===== config.mk =====
export PLATFORM = sky130hd
export DESIGN_NAME = gf_exp_rr_sched
export DESIGN_NICKNAME = d
export VERILOG_FILES = /design/src/rtl/gf_pkg.sv /design/src/rtl/gf_rr_arbiter.sv /design/src/rtl/gf_exp_rr_sched.sv
export SDC_FILE = /design/constraint.sdc
export NUM_CORES = 1
export LEC_CHECK = 0
export ABC_AREA = 1
export ABC_CLOCK_PERIOD_IN_PS = 3280
export CORE_ASPECT_RATIO = 0.7
export CORE_MARGIN = 1
export CORE_UTILIZATION = 25
export DETAILED_ROUTE_END_ITERATION = 8
export REMOVE_ABC_BUFFERS = 1
export SLEW_MARGIN = 20
export SYNTH_ARGS = -nofsm -noshare
export SYNTH_HDL_FRONTEND = slang
export SYNTH_HIERARCHICAL = 1
export SYNTH_SLANG_ARGS = --single-unit

===== constraint.sdc =====
create_clock -name clk -period 3.28 [get_ports clk]
set_clock_uncertainty 0.2 [all_clocks]
set_input_delay 0.656 -clock clk [delete_from_list [all_inputs] [get_ports clk]]
set_output_delay 0.656 -clock clk [all_outputs]
set_load 0.02 [all_outputs]

===== src/rtl/gf_pkg.sv =====
// ============================================================================
// Module   : gf_pkg
// Brief    : GF(2^8) constants, element type and multiply/exponent helpers.
// Revision : 1.0 - initial release
// ============================================================================
`default_nettype none

package gf_pkg;

   localparam int         GF_W     = 8;
   localparam int         GF_ORDER = 255;
   localparam logic [8:0] GF_POLY  = 9'h11D;

   typedef logic [GF_W-1:0] gf_elem_t;

   function automatic gf_elem_t gf_mul(input gf_elem_t a, input gf_elem_t b);
      gf_elem_t acc;
      gf_elem_t x;
      acc = '0;
      x   = a;
      for (int k = 0; k < GF_W; k++) begin
         if (b[k]) acc = acc ^ x;
         x = x[GF_W-1] ? (gf_elem_t'(x << 1) ^ GF_POLY[GF_W-1:0]) : gf_elem_t'(x << 1);
      end
      return acc;
   endfunction

   // alpha^e as a product of alpha^(2^k) for each set exponent bit
   function automatic gf_elem_t gf_exp(input gf_elem_t e);
      gf_elem_t r;
      gf_elem_t base;
      r    = gf_elem_t'(1);
      base = gf_elem_t'(2);
      for (int k = 0; k < GF_W; k++) begin
         if (e[k]) r = gf_mul(r, base);
         base = gf_mul(base, base);
      end
      return r;
   endfunction

endpackage

`default_nettype wire


===== src/rtl/gf_rr_arbiter.sv =====
// ============================================================================
// Module   : gf_rr_arbiter
// Brief    : Round-robin search from ptr+1 upward; one-hot grant plus index.
// Revision : 1.0 - initial release
// ============================================================================
`default_nettype none

module gf_rr_arbiter #(
   parameter int N_REQ = 4,
   parameter int ID_W  = 2
) (
   input  logic [N_REQ-1:0] i_req,
   input  logic [ID_W-1:0]  i_ptr,
   output logic [N_REQ-1:0] o_grant,
   output logic [ID_W-1:0]  o_idx
);

   logic [ID_W-1:0] w_j;

   // Walk farthest-first so the nearest requester after the pointer wins last.
   always_comb begin
      o_grant = '0;
      o_idx   = '0;
      w_j     = '0;
      for (int k = N_REQ; k >= 1; k--) begin
         w_j = ID_W'((int'(i_ptr) + k) % N_REQ);
         if (i_req[w_j]) begin
            o_grant = N_REQ'(1) << w_j;
            o_idx   = w_j;
         end
      end
   end

endmodule

`default_nettype wire


===== src/rtl/gf_exp_rr_sched.sv =====
// ============================================================================
// Module   : gf_exp_rr_sched
// Brief    : Round-robin shared alpha^e unit, 2-stage valid/ready pipeline.
//            Optional per-requester grant counters: GF_EXP_SCHED_STATS_EN.
// Revision : 1.0 - initial release
// ============================================================================
`default_nettype none

module gf_exp_rr_sched
   import gf_pkg::*;
#(
   parameter int N_REQ = 4,
   parameter int ID_W  = 2
) (
   input  logic                 clk,
   input  logic                 rst,
   input  logic [N_REQ-1:0]     req_valid,
   input  logic [N_REQ*8-1:0]   req_exp,
   output logic [N_REQ-1:0]     req_ready,
   output logic                 resp_valid,
   input  logic                 resp_ready,
   output logic [ID_W-1:0]      resp_id,
   output logic [7:0]           resp_data
`ifdef GF_EXP_SCHED_STATS_EN
   ,
   output logic [N_REQ*16-1:0]  grant_cnt
`endif
);

   logic [N_REQ-1:0] w_grant;
   logic [ID_W-1:0]  w_idx;
   logic [N_REQ-1:0] w_ready;
   logic             w_adv1;
   logic             w_adv2;
   logic             w_hs;
   gf_elem_t         w_sel_exp;
   gf_elem_t         w_red_exp;
   gf_elem_t         w_exp_out;

   logic [ID_W-1:0]  r_ptr;
   logic             r_s1_valid;
   logic [ID_W-1:0]  r_s1_id;
   gf_elem_t         r_s1_exp;
   logic             r_resp_valid;
   logic [ID_W-1:0]  r_resp_id;
   gf_elem_t         r_resp_data;

   gf_rr_arbiter #(
      .N_REQ (N_REQ),
      .ID_W  (ID_W)
   ) u_arb (
      .i_req   (req_valid),
      .i_ptr   (r_ptr),
      .o_grant (w_grant),
      .o_idx   (w_idx)
   );

   assign w_adv2    = !r_resp_valid || resp_ready;
   assign w_adv1    = !r_s1_valid || w_adv2;
   // Ready is masked during reset so nothing is accepted into a pipe being flushed.
   assign w_ready   = w_grant & {N_REQ{w_adv1 && !rst}};
   assign w_hs      = |w_ready;
   assign w_sel_exp = req_exp[int'(w_idx)*8 +: 8];
   assign w_red_exp = (r_s1_exp == 8'hFF) ? 8'h00 : r_s1_exp;
   assign w_exp_out = gf_exp(w_red_exp);

   always_ff @(posedge clk) begin
      if (rst) begin
         r_ptr        <= ID_W'(N_REQ - 1);
         r_s1_valid   <= 1'b0;
         r_s1_id      <= '0;
         r_s1_exp     <= '0;
         r_resp_valid <= 1'b0;
         r_resp_id    <= '0;
         r_resp_data  <= '0;
      end else begin
         if (w_adv1) begin
            r_s1_valid <= w_hs;
            if (w_hs) begin
               r_s1_id  <= w_idx;
               r_s1_exp <= w_sel_exp;
               r_ptr    <= w_idx;
            end
         end
         if (w_adv2) begin
            r_resp_valid <= r_s1_valid;
            if (r_s1_valid) begin
               r_resp_id   <= r_s1_id;
               r_resp_data <= w_exp_out;
            end
         end
      end
   end

   assign req_ready  = w_ready;
   assign resp_valid = r_resp_valid;
   assign resp_id    = r_resp_id;
   assign resp_data  = r_resp_data;

`ifdef GF_EXP_SCHED_STATS_EN
   for (genvar gi = 0; gi < N_REQ; gi++) begin : g_stats
      logic [15:0] r_cnt;
      always_ff @(posedge clk) begin
         if (rst) begin
            r_cnt <= '0;
         end else if (w_ready[gi] && (r_cnt != 16'hFFFF)) begin
            r_cnt <= r_cnt + 16'd1;
         end
      end
      assign grant_cnt[gi*16 +: 16] = r_cnt;
   end
`endif

endmodule

`default_nettype wire


==> results.sh <==
export IMPL_status="complete, but fails checks"
export IMPL_violations="negative setup slack"
export IMPL_slowest_delay_ps=340
export IMPL_ys_warnings_count=6
export IMPL_vias=5861
export IMPL_timing_critical_path_mode_cell="nand2_2"
export IMPL_drive_gt1_frac=0.458
export IMPL_grt_pass1_wl_um=25600
export IMPL_finalHoldViolations=0
export IMPL_syn_area_sq_um=4260
export IMPL_nNetsFinal=1046
export IMPL_crit_buf_inv=10
export IMPL_clock_latency_ps=260
export IMPL_r2r_start="r_s1_exp[1]"
export IMPL_place_gp_congestion=0.964
export IMPL_setup_viol=8
export IMPL_area_growth_pct=77.0
export IMPL_cts_made_buffers=3
export IMPL_post_dp_hpwl_um=11300
export IMPL_detail_route_antenna_nets=0
export IMPL_final_common_cell="nand2_1"
export IMPL_ys_top_cells_by_area="nand2_1, nand3_1, dfxtp_1"
export IMPL_die_h_um=111
export IMPL_setup_ws_ps=-588
export IMPL_port_buffers=53
export IMPL_min_from="r_s1_id[0]"
export IMPL_min_period_over_period=1.18
export IMPL_die_x_um=158
export IMPL_grt_pass1_vias=5485
export IMPL_io_pins=54
export IMPL_clock_sinks=24
export IMPL_maxSlewHeadroom=0.659
export IMPL_drt_wl_total_um=16200
export IMPL_synth_edf_count=0
export IMPL_cap_violations=0
export IMPL_path_class="reg2reg"
export IMPL_worstPathMaxFanout=7
export IMPL_async_flop_share=0
export IMPL_holdWs_ps=263
export IMPL_dieArea_sq_um=17600
export IMPL_grtUsageTotal=0.174
export IMPL_avgSynthCellArea_sq_um=5.36
export IMPL_fmax_mhz=259
export IMPL_post_dp_cell_area_sq_um=5900
export IMPL_rsz0062_at_grt="yes"
export IMPL_cts_hold_buf=0
export IMPL_synthCells=795
export IMPL_end_kind="register"
export IMPL_clkTransAtPathRegs_ps=60
export IMPL_drtIter0Drc=336
export IMPL_cp_slowest_cell="dfxtp_2"
export IMPL_grt_max_degree=18
export IMPL_cts_htree_levels=1
export IMPL_dr_pass1_iters=5
export IMPL_cpLargestDelayFamily="simple AND/OR/NAND/NOR gates"
export IMPL_antenna_cells=0
export IMPL_ctsLongestPathBuffers=2
export IMPL_wl_per_cell_um=13.2
export IMPL_cts_tree="built"
export IMPL_synth_seq_area_share=0.113
export IMPL_startpoint_type="register"
export IMPL_grt_overflow_total=0
export IMPL_stdcell_area_sq_um=7540
export IMPL_critPathLaunch="r_s1_exp[1]"
export IMPL_start_util=0.258
export IMPL_num_rows=39
export IMPL_cp_required_ps=3280
export IMPL_ys_types=34
export IMPL_drcViolationCount=0
export IMPL_drt_vias_per_instance=4.78
export IMPL_cts_root_buf="clkbuf_16"
export IMPL_layout_common_cells="nand2_1, buf_4, nand2_2"
export IMPL_min_period_ps=3870
export IMPL_cp_arrival_ps=3860
export IMPL_drv_slew=0
export IMPL_hold_path_class="reg2reg"
export IMPL_yosys_register_bits=24
export IMPL_fin_setup_tns_ps=-4370
export IMPL_worst_pin_slew_ps=508
export IMPL_core_area_sq_um=16500
export IMPL_synth_ff_type="dfxtp_1"
export IMPL_antenna_found_initial=0
export IMPL_yosysTopAreaCellShare=0.253
export IMPL_synth_area_leader_cell="nand2_1"
-- tightest hold or removal path: stages, from the launching register on --
cell     delay, ps
dfxtp_1        310
nand2_1         60
a21oi_1         50
-- final timing paths --
check,to,slack [ps],depth (start not counted)
worst max-delay path,resp_data[2],-590,35
worst min-delay path,r_s1_id[0],260,2
worst max register to register,resp_data[2],-590,35
worst min register to register,r_s1_id[0],260,2
-- final cells by class --
class | count | area, sq um
Clock buffer | 3 | 75.1
Clock inverter | 1 | 30.0
Fill cell | 1606 | 8950
Inverter | 93 | 394
Multi-Input combinational cell | 660 | 4420
Sequential cell | 24 | 492
Tap cell | 225 | 282
Timing Repair Buffer | 219 | 1850
-- sequential cells by signal, indices dropped and copies added, names as in the netlist --
register	flops
r_s1_id	2
r_s1_exp	8
resp_data	8
resp_id	2
r_ptr	2
r_s1_valid	1
resp_valid	1
-- synthesized netlist by cell type, types with 3 or more instances --
library cell  instances
o21ai_2               3
nor2_2                3
o21ai_0              37
buf_6                 5
ha_1                  6
nand2_4              10
nor2_1               49
inv_1                68
inv_2                21
nand3_1             139
a21oi_1              17
nand2_2              49
o22ai_1               7
nand2_1             287
buf_4                 5
xor2_1                5
nand3_2              23
nand4_1               8
dfxtp_1              24
clkbuf_1              7
-- repair_timing --
item | CTS | global route
setup buffers | 22 | 17
pin swaps | 54 | 86
setup endpoints to repair | 12 | 12
resized for setup | 162 | 148
-- per-layer routing --
metal | global-route usage | share of wire
met2 | 0.266 | 0.45
met4 | 0.0167 | 0.0048
met5 | 0 | 0
met3 | 0.0172 | 0.041
met1 | 0.267 | 0.50
-- per-stage QoR --
stage                     instances  setup slack (ps)  utilization
after floorplan                 777              -653            -
after global placement         1182              -632        0.358
after global routing           1225              -868        0.457
final                          1225              -588        0.457
after CTS                      1208              -461        0.415
after detailed placement       1182              -628        0.358
-- logic make-up (layout without fill, tap and decap cells) --
logic type / count (synthesis) / after routing / synth area share
compound gates: 72 / 72 / 0.0928
fa+ha+maj: 6 / 6 / 0.0176
xor+xnor: 7 / 7 / 0.0179
flops: 24 / 24 / 0.113
buf+inv: 111 / 316 / 0.115
simple gates: 575 / 575 / 0.644
Power is not shown: default switching activity piles up to over one toggle a cycle in this logic, so the estimate is an artifact.
